<file path="src/rtl/fsm_mestre_envase.sv">
`default_nettype none
// ============================================================================
//  Module      : fsm_mestre_envase
//  Description : Master sequencer for the bottling line. It walks the
//                conveyor through the fill, cork and exit stations, times the
//                filling valve and the corking actuator, tracks cork stock and
//                counts finished bottles (0..99).
//                Optional move watchdog: define FSM_MESTRE_WATCHDOG_EN.
//  Revision    : 1.0 - initial release
// ============================================================================
module fsm_mestre_envase #(
  parameter int unsigned T_ENCHER    = 150_000_000,
  parameter int unsigned T_VEDAR     = 50_000_000,
  parameter int unsigned T_TIMEOUT   = 500_000_000,
  parameter int unsigned ESTOQUE_INI = 20
) (
  input  logic       clk,
  input  logic       reset,
  input  logic       start,
  input  logic       repor_rolhas,
  input  logic       tarefa_concluida,
  output logic       cmd_mover,
  output logic [1:0] sel_destino,
  output logic       valvula_ativa,
  output logic       vedador_ativo,
  output logic       alarme_rolha,
  output logic [7:0] estoque,
  output logic [6:0] contador_garrafas,
  output logic       erro_timeout,
  output logic [3:0] estado
);

  localparam logic [3:0] S_IDLE       = 4'd0;
  localparam logic [3:0] S_MOVE_ENCH  = 4'd1;
  localparam logic [3:0] S_ENCHENDO   = 4'd2;
  localparam logic [3:0] S_MOVE_VED   = 4'd3;
  localparam logic [3:0] S_VEDANDO    = 4'd4;
  localparam logic [3:0] S_MOVE_SAIDA = 4'd5;
  localparam logic [3:0] S_CONTA      = 4'd6;
  localparam logic [3:0] S_ALARME     = 4'd7;
  localparam logic [3:0] S_ERRO       = 4'd8;

  // Dwell counter values on the last cycle of each timed state
  localparam logic [31:0] C_ENCH_LAST    = 32'(T_ENCHER - 1);
  localparam logic [31:0] C_VED_LAST     = 32'(T_VEDAR - 1);
  localparam logic [31:0] C_TIMEOUT_LAST = 32'(T_TIMEOUT - 1);
  localparam logic [7:0]  C_STOCK_FULL   = 8'(ESTOQUE_INI);
  localparam logic [7:0]  C_STOCK_TAKEN  = 8'(ESTOQUE_INI - 1);

`ifdef FSM_MESTRE_WATCHDOG_EN
  localparam logic C_WD_EN = 1'b1;
`else
  localparam logic C_WD_EN = 1'b0;
`endif

  logic [3:0]  state_q, state_d;
  logic [31:0] dwell_q, dwell_d;
  logic [7:0]  estoque_q, estoque_d;
  logic [6:0]  contador_q, contador_d;

  logic w_wd_fire;
  logic w_stock_take;

  // Watchdog fires on the T_TIMEOUT-th consecutive MOVE cycle without arrival
  assign w_wd_fire    = C_WD_EN && !tarefa_concluida && (dwell_q == C_TIMEOUT_LAST);
  // A cork is consumed on the MOVE_VED -> VEDANDO edge
  assign w_stock_take = (state_q == S_MOVE_VED) && tarefa_concluida && (estoque_q != 8'd0);

  // State register
  always_ff @(posedge clk) begin
    if (reset) state_q <= S_IDLE;
    else       state_q <= state_d;
  end

  // Next-state logic
  always_comb begin
    state_d = state_q;
    case (state_q)
      S_IDLE:       if (start) state_d = S_MOVE_ENCH;
      S_MOVE_ENCH: begin
        if (tarefa_concluida) state_d = S_ENCHENDO;
        else if (w_wd_fire)   state_d = S_ERRO;
      end
      S_ENCHENDO:   if (dwell_q == C_ENCH_LAST) state_d = S_MOVE_VED;
      S_MOVE_VED: begin
        if (tarefa_concluida) state_d = (estoque_q != 8'd0) ? S_VEDANDO : S_ALARME;
        else if (w_wd_fire)   state_d = S_ERRO;
      end
      S_ALARME:     if (repor_rolhas) state_d = S_VEDANDO;
      S_VEDANDO:    if (dwell_q == C_VED_LAST) state_d = S_MOVE_SAIDA;
      S_MOVE_SAIDA: begin
        if (tarefa_concluida) state_d = S_CONTA;
        else if (w_wd_fire)   state_d = S_ERRO;
      end
      S_CONTA:      state_d = start ? S_MOVE_ENCH : S_IDLE;
      S_ERRO:       state_d = S_ERRO;
      default:      state_d = S_IDLE;
    endcase
  end

  // Datapath next values: dwell counter, cork stock, bottle counter
  always_comb begin
    if (state_d != state_q)      dwell_d = 32'd0;
    else if (dwell_q != '1)      dwell_d = dwell_q + 32'd1;
    else                         dwell_d = dwell_q;

    // A refill landing on a cork-consuming edge still loses that cork
    estoque_d = estoque_q;
    if (repor_rolhas)
      estoque_d = (w_stock_take || (state_q == S_ALARME)) ? C_STOCK_TAKEN : C_STOCK_FULL;
    else if (w_stock_take)
      estoque_d = estoque_q - 8'd1;

    contador_d = contador_q;
    if (state_q == S_CONTA)
      contador_d = (contador_q == 7'd99) ? 7'd0 : contador_q + 7'd1;
  end

  // Datapath registers
  always_ff @(posedge clk) begin
    if (reset) begin
      dwell_q    <= 32'd0;
      estoque_q  <= C_STOCK_FULL;
      contador_q <= 7'd0;
    end else begin
      dwell_q    <= dwell_d;
      estoque_q  <= estoque_d;
      contador_q <= contador_d;
    end
  end

  // Moore output decode from the state register
  always_comb begin
    cmd_mover     = 1'b0;
    sel_destino   = 2'd0;
    valvula_ativa = 1'b0;
    vedador_ativo = 1'b0;
    alarme_rolha  = 1'b0;
    erro_timeout  = 1'b0;
    case (state_q)
      S_MOVE_ENCH:  cmd_mover = 1'b1;
      S_ENCHENDO:   valvula_ativa = 1'b1;
      S_MOVE_VED: begin
        cmd_mover   = 1'b1;
        sel_destino = 2'd1;
      end
      S_VEDANDO: begin
        vedador_ativo = 1'b1;
        sel_destino   = 2'd1;
      end
      S_ALARME: begin
        alarme_rolha = 1'b1;
        sel_destino  = 2'd1;
      end
      S_MOVE_SAIDA: begin
        cmd_mover   = 1'b1;
        sel_destino = 2'd2;
      end
      S_CONTA:      sel_destino = 2'd2;
      S_ERRO:       erro_timeout = C_WD_EN;
      default:      cmd_mover = 1'b0;
    endcase
  end

  assign estoque           = estoque_q;
  assign contador_garrafas = contador_q;
  assign estado            = state_q;

endmodule
`default_nettype wire

</file>
<file path="config.mk">
export PLATFORM = sky130hd
export DESIGN_NAME = fsm_mestre_envase
export DESIGN_NICKNAME = d
export VERILOG_FILES = /design/src/rtl/fsm_mestre_envase.sv
export SDC_FILE = /design/constraint.sdc
export NUM_CORES = 1
export LEC_CHECK = 0
export BUFFER_PORTS_ARGS = -buffer_cell sky130_fd_sc_hd__buf_4
export CAP_MARGIN = 10
export CORE_MARGIN = 5
export CORE_UTILIZATION = 55
export DETAILED_ROUTE_END_ITERATION = 8
export PLACE_DENSITY_LB_ADDON = 0.25
export SYNTH_ARGS = -nofsm -noshare
export SYNTH_HDL_FRONTEND = slang
export SYNTH_SLANG_ARGS = --single-unit
</file>
<file path="constraint.sdc">
create_clock -name clk -period 3.9 [get_ports clk]
set_clock_uncertainty 0.2 [all_clocks]
set_input_delay 1.17 -clock clk [delete_from_list [all_inputs] [get_ports clk]]
set_output_delay 1.17 -clock clk [all_outputs]
set_load 0.03 [all_outputs]
</file>
==> flow_metrics.py, run 1 <==
metrics = {
    "flow_run": {
        "cap_violations": 0,
    },
    "worst_setup_path": {
        "critPathSlowestCell": "o211ai_4",
        "cp.arrival_ns": 2.95,
        "worst-r2r-cell-count": 7,
        "cp-end-kind": "flop",
        "critPathKind": "primary input to flop",
        "crit_path_start": "start",
        "worstReg2RegStart": "estado[0]$_SDFF_PP0_",
        "reg2reg_to": "dwell_q[22]$_SDFFE_PP0P_",
        "start_kind": "primary input",
        "required_ns": 3.90,
        "cpPeakStageDelay_ns": 0.50,
        "regToRegSetupSlack_ns": 1.17,
        "crit_end": "dwell_q[22]$_SDFFE_PP0P_",
        "critPathMaxFanout": 17,
        "cp_cell_sequence": "buf_4 -> nor2b_1 -> o21ai_0 -> a21oi_1 -> o31a_4 -> o211ai_4 -> buf_12 -> nor3_1",
    },
    "timing": {
        "rsz0062_at_grt": "no",
        "finalSetupTns_ns": 0,
        "fin_crit_sh_pct": 75.7,
        "finalHoldViolCount": 0,
        "relSlewSlack_pct": 49.2,
        "min_period_ns": 2.95,
        "worstMarginPinSlew_ns": 0.752,
        "slew_viol_final": 0,
        "fmax_mhz": 339,
        "setup_viol": 0,
    },
    "floorplanning": {
        "io_pins": 31,
        "rows": 26,
        "fp.dieW_microns": 82.4,
        "die_h_microns": 82.4,
        "start_util_pct": 56.4,
        "dieArea_sq_um": 6780,
        "core_area_sq_um": 5110,
    },
    "global_routing": {
        "grt_max_degree": 18,
        "grt-ovfl-total": 0,
        "antenna_found_initial": 0,
        "grt_usage_pct": 19.6,
        "grt_pass1_wl_microns": 10500,
        "grt_pass1_vias": 2305,
    },
    "final_layout": {
        "synthToLayoutAreaGrowth_pct": 12.1,
        "n_antenna_cell": 0,
        "n_fill_cell": 461,
        "stdcell_area_sq_um": 3230,
        "drive_gt1_share_pct": 16.9,
        "nNetsFinal": 369,
    },
    "power": {
        "internal_power_uw": 760,
        "p_sw_share_pct": 25.2,
        "ir_drop_mv": 0.224,
        "power.leakage_uw": 0.00108,
        "clockPowerShare_pct": 36.8,
        "power_frac_comb_pct": 10.1,
        "power_uw": 1020,
        "power_density_nw_per_um2": 315,
        "seqPwrFrac_pct": 53.1,
        "power_switching_uw": 256,
    },
    "cts": {
        "cts_inserted_buffers": 5,
        "clock-sinks": 51,
        "root_buffer": "clkbuf_8",
        "cts_htree_levels": 2,
        "tritoncts": "built",
        "ctsHoldBuffers": 0,
        "post_cts_buffers": 0,
        "insertion_delay_ns": 0.30,
        "cts_resized": 0,
        "clock_path_buffers": 2,
        "cts.clk_slew.worst_paths_ns": 0.09,
    },
    "placed_design": {
        "port_buffers": 29,
        "gp_congestion": 0.865,
        "dp_hpwl_microns": 4480,
        "dpl_cell_area_sq_um": 3110,
    },
    "synth": {
        "yosysWarnings": 0,
        "avgSynthCellArea_sq_um": 8.57,
        "synthArstFlopShare_pct": 0,
        "synth_area_leader_cell": "dfxtp_1",
        "synth_most_common_cell": "dfxtp_1",
        "syn_nets": 345,
        "synth-seq-cells": 51,
        "synth.distinct_cells": 58,
        "netlist_area_sq_um": 2880,
        "yosys-top-cells-count": "dfxtp_1, nor2_1, nand2_1, xnor2_1, nor3_1",
        "synth_area_leaders": "dfxtp_1, xnor2_1, nor2_1",
        "yosysSeqAreaShare_pct": 35.5,
        "synth_edf_count": 0,
        "synth_top_area_share_pct": 35.5,
        "synth_cells": 336,
        "ys.flop_type": "dfxtp_1",
    },
    "drt": {
        "first_pass_iters": 4,
        "drc": 0,
        "drt_iter0_drc": 163,
        "drt-wirelength-per-cell_microns": 14.2,
        "route.vias.total": 2476,
        "antenna_left": 0,
        "wl_microns": 6120,
        "avgViaCountPerCell": 5.74,
    },
    "worst_hold_path": {
        "hold_path_class": "flop to flop",
    },
    "run_status": {
        "status": "finished, final reports clean",
    },
}
-- cell type report --
cell class,count,area [sq um],area share [%]
Tap cell,70,87.6,2.71
Inverter,5,18.8,0.582
Clock buffer,5,68.8,2.13
Multi-Input combinational cell,267,1750,54.1
Clock inverter,3,46.3,1.43
Timing Repair Buffer,30,238,7.37
Sequential cell,51,1020,31.6
-- worst min path at each step --
stage | startpoint | end | slack, ns | cells past startpoint
after CTS | contador_garrafas[5]$_SDFFE_PP0P_ | contador_garrafas[5]$_SDFFE_PP0P_ | 0.33 | 2
after detailed placement | contador_garrafas[5]$_SDFFE_PP0P_ | contador_garrafas[5]$_SDFFE_PP0P_ | 0.32 | 2
after floorplan | dwell_q[7]$_SDFFE_PP0P_ | dwell_q[7]$_SDFFE_PP0P_ | 0.30 | 2
after global routing | contador_garrafas[5]$_SDFFE_PP0P_ | contador_garrafas[5]$_SDFFE_PP0P_ | 0.37 | 2
final | contador_garrafas[5]$_SDFFE_PP0P_ | contador_garrafas[5]$_SDFFE_PP0P_ | 0.32 | 2
after global placement | contador_garrafas[5]$_SDFFE_PP0P_ | contador_garrafas[5]$_SDFFE_PP0P_ | 0.30 | 2
-- flip-flops by register name (all words and copies together) (netlist names) --
name               cells
dwell_q               32
estoque                8
contador_garrafas      7
estado                 4
-- power by group through the flow --
| stage | combinational (uW) | sequential, uW | clock, uW |
|---|---|---|---|
| 3_5_place_dp | 103 | 552 | 0 |
| 6_report | 103 | 540 | 374 |
| 4_1_cts | 104 | 540 | 387 |
| 3_3_place_gp | 101 | 551 | 0 |
| 5_1_grt | 111 | 542 | 410 |
| 2_1_floorplan | 79.5 | 553 | 0 |
-- routing by layer --
metal	track usage (%)	up-vias	wire (microns)
met4	5.98	0	82
met5	0	-	0
met1	26.0	1151	2910
met3	3.80	9	272
li1	-	1261	-
met2	32.3	55	2850
-- worst max-delay path, delay by kind of cell --
kind / cells / cell delay (ns)
buffers and inverters: 2 / 0.33
AND/OR/NAND/NOR: 2 / 0.19
AO/OA/AOI/OAI: 4 / 1.24
-- through the flow --
stage / util (%) / hold WS, ns / instances / setup slack (ns)
global route: 63.2 / 0.367 / 431 / 0.885
detailed placement: 60.9 / 0.318 / 423 / 0.632
finish: 63.2 / 0.324 / 431 / 0.947
CTS: 63.2 / 0.335 / 431 / 0.949
global placement: 60.9 / 0.300 / 423 / 0.701
floorplan: - / 0.296 / 336 / 0.838
-- cell families (layout without fill, tap and decap cells) --
family	after synthesis	after routing	share of synthesized area [%]
adders and majority gates	4	4	1.74
xor gates and xnor gates	37	37	11.3
DFF	51	51	35.5
other	1	1	0.130
and+or+nand+nor	183	183	36.6
muxes	3	3	1.04
AOI/OAI and AO/OA	39	39	9.91
buffers and inverters	18	43	3.87
-- placed cells by master (no fill, tap or decap), drive strengths merged, types with 8 or more instances in the layout --
master	n
a21oi	8
a31oi	8
buf	30
dfxtp	51
nand2	28
nand3	15
nand4	9
nor2	48
nor3	20
nor4	11
o21ai	10
xnor2	25
xor2	12
(Power assumes the default switching activity.)
==> run 2, diff against run 1 <==
--- a/config.mk
+++ b/config.mk
@@ -8,7 +8,7 @@
 export BUFFER_PORTS_ARGS = -buffer_cell sky130_fd_sc_hd__buf_4
 export CAP_MARGIN = 10
 export CORE_MARGIN = 5
-export CORE_UTILIZATION = 55
+export CORE_UTILIZATION = 53
 export DETAILED_ROUTE_END_ITERATION = 8
 export PLACE_DENSITY_LB_ADDON = 0.25
 export SYNTH_ARGS = -nofsm -noshare
==> constraint.sdc (replaced) <==
create_clock -name clk -period 2.7 [get_ports clk]
set_clock_uncertainty 0.2 [all_clocks]
set_input_delay 0.81 -clock clk [delete_from_list [all_inputs] [get_ports clk]]
set_output_delay 0.81 -clock clk [all_outputs]
set_load 0.03 [all_outputs]
==> flow_metrics.py, run 2 (same netlist as run 1, synthesis figures left out) <==
metrics = {
    "cts": {
        "clock_path_buffers": 2,
        "tritoncts": "built",
        "insertion_delay_ns": 0.30,
        "ctsHoldBuffers": 0,
        "post_cts_buffers": 0,
        "cts_inserted_buffers": 5,
        "cts_htree_levels": 2,
        "cts.clk_slew.worst_paths_ns": 0.09,
        "cts_resized": 0,
        "clock-sinks": 51,
        "root_buffer": "clkbuf_8",
    },
    "timing": {
        "min_period_ns": 2.52,
        "setup_viol": 0,
        "fin_crit_sh_pct": 93.4,
        "rsz0062_at_grt": "no",
        "finalSetupTns_ns": 0,
        "worstMarginPinSlew_ns": 0.769,
        "finalHoldViolCount": 0,
        "slew_viol_final": 0,
        "hold_ws_ns": 0.326,
        "fmax_mhz": 397,
        "relSlewSlack_pct": 48.1,
    },
    "final_layout": {
        "synthToLayoutAreaGrowth_pct": 13.1,
        "drive_gt1_share_pct": 18.0,
        "largest_register_ffs": 32,
        "layout_common_cells": "dfxtp_1, nor2_1, buf_4",
        "mostFrequentLayoutCell": "dfxtp_1",
        "nNetsFinal": 374,
        "largest-register": "dwell_q",
        "n_antenna_cell": 0,
    },
    "drt": {
        "avgViaCountPerCell": 5.64,
        "antenna_left": 0,
        "drt_iter0_drc": 176,
        "first_pass_iters": 4,
        "drt-wirelength-per-cell_microns": 13.7,
        "drc": 0,
        "route.vias.total": 2458,
        "wl_microns": 5990,
    },
    "floorplanning": {
        "rows": 26,
        "core_area_sq_um": 5200,
        "start_util_pct": 55.3,
        "fp.dieW_microns": 83.7,
        "dieArea_sq_um": 7010,
        "die_h_microns": 83.7,
        "io_pins": 31,
    },
    "worst_setup_path": {
        "cp_cell_sequence": "buf_4 -> nand2_1 -> nor2_1 -> buf_4",
        "critPathKind": "flop to primary output",
        "start_kind": "flop",
        "cpMostUsedCell": "buf_4",
        "cp-end-kind": "primary output",
        "critPathSlowestCell": "dfxtp_1",
        "cpPeakStageDelay_ns": 0.56,
        "cp.arrival_ns": 1.51,
        "regToRegSetupSlack_ns": 0.29,
        "critPathMaxFanout": 9,
        "required_ns": 1.69,
    },
    "global_routing": {
        "grt_usage_pct": 17.5,
        "antenna_found_initial": 0,
        "grt-ovfl-total": 0,
        "grt_pass1_wl_microns": 10300,
        "grt_max_degree": 20,
        "grt_pass1_vias": 2260,
    },
    "run_status": {
        "status": "finished, final reports clean",
    },
    "power": {
        "ir_drop_mv": 0.327,
        "power.leakage_uw": 0.00110,
        "power_density_nw_per_um2": 431,
    },
    "flow_run": {
        "cap_violations": 0,
    },
    "worst_hold_path": {
        "hold_path_class": "flop to flop",
    },
    "placed_design": {
        "port_buffers": 29,
        "gp_congestion": 0.856,
        "dp_hpwl_microns": 4490,
    },
}
## run 2: path summary, 6_finish.rpt
path                                     startpoint                                 to  depth (start not counted)
setup reg to reg               estado[1]$_SDFF_PP0_            estoque[4]$_SDFFE_PP1P_                          6
hold reg to reg   contador_garrafas[5]$_SDFFE_PP0P_  contador_garrafas[5]$_SDFFE_PP0P_                          2
setup / recovery               estado[0]$_SDFF_PP0_                       alarme_rolha                          4
hold / removal    contador_garrafas[5]$_SDFFE_PP0P_  contador_garrafas[5]$_SDFFE_PP0P_                          2
## run 2: final cells by class
type	instances	area (sq um)
clock buffers	8	100
fillers	470	1950
inverters	5	18.8
multi-input cells	267	1750
flip-flops and latches	51	1020
well taps	70	87.6
repair buffers	35	275
## run 2: worst max-delay path, delay by kind of cell, from the launching register on
kind	cells	cell delay, ns
buffers and inverters	2	0.42
flip-flops	1	0.56
AND/OR/NAND/NOR	2	0.23
## run 2: where the power goes
part           leakage, uW  switching [uW]  internal [uW]
Combinational     0.000639            92.2           63.3
Sequential        0.000412            16.9            760
Clock            0.0000515             237            234
## run 2: stage by stage
step | power [uW] | instances | instance area, sq um | setup slack, ns | utilization, %
after detailed placement | 952 | 428 | 3160 | 0.139 | 60.6
after global placement | 951 | 428 | 3160 | 0.150 | 60.6
after CTS | 1430 | 436 | 3260 | 0.179 | 62.5
after global routing | 1480 | 436 | 3260 | 0.0600 | 62.5
after floorplan | 914 | 336 | 2890 | 0.0773 | -
final | 1400 | 436 | 3260 | 0.179 | 62.5
## run 2: per-layer routing
layer	GRT usage, %	wire length, microns
met3	3.75	251
met1	23.9	2980
met5	0	0
met4	6.43	81
met2	27.0	2670
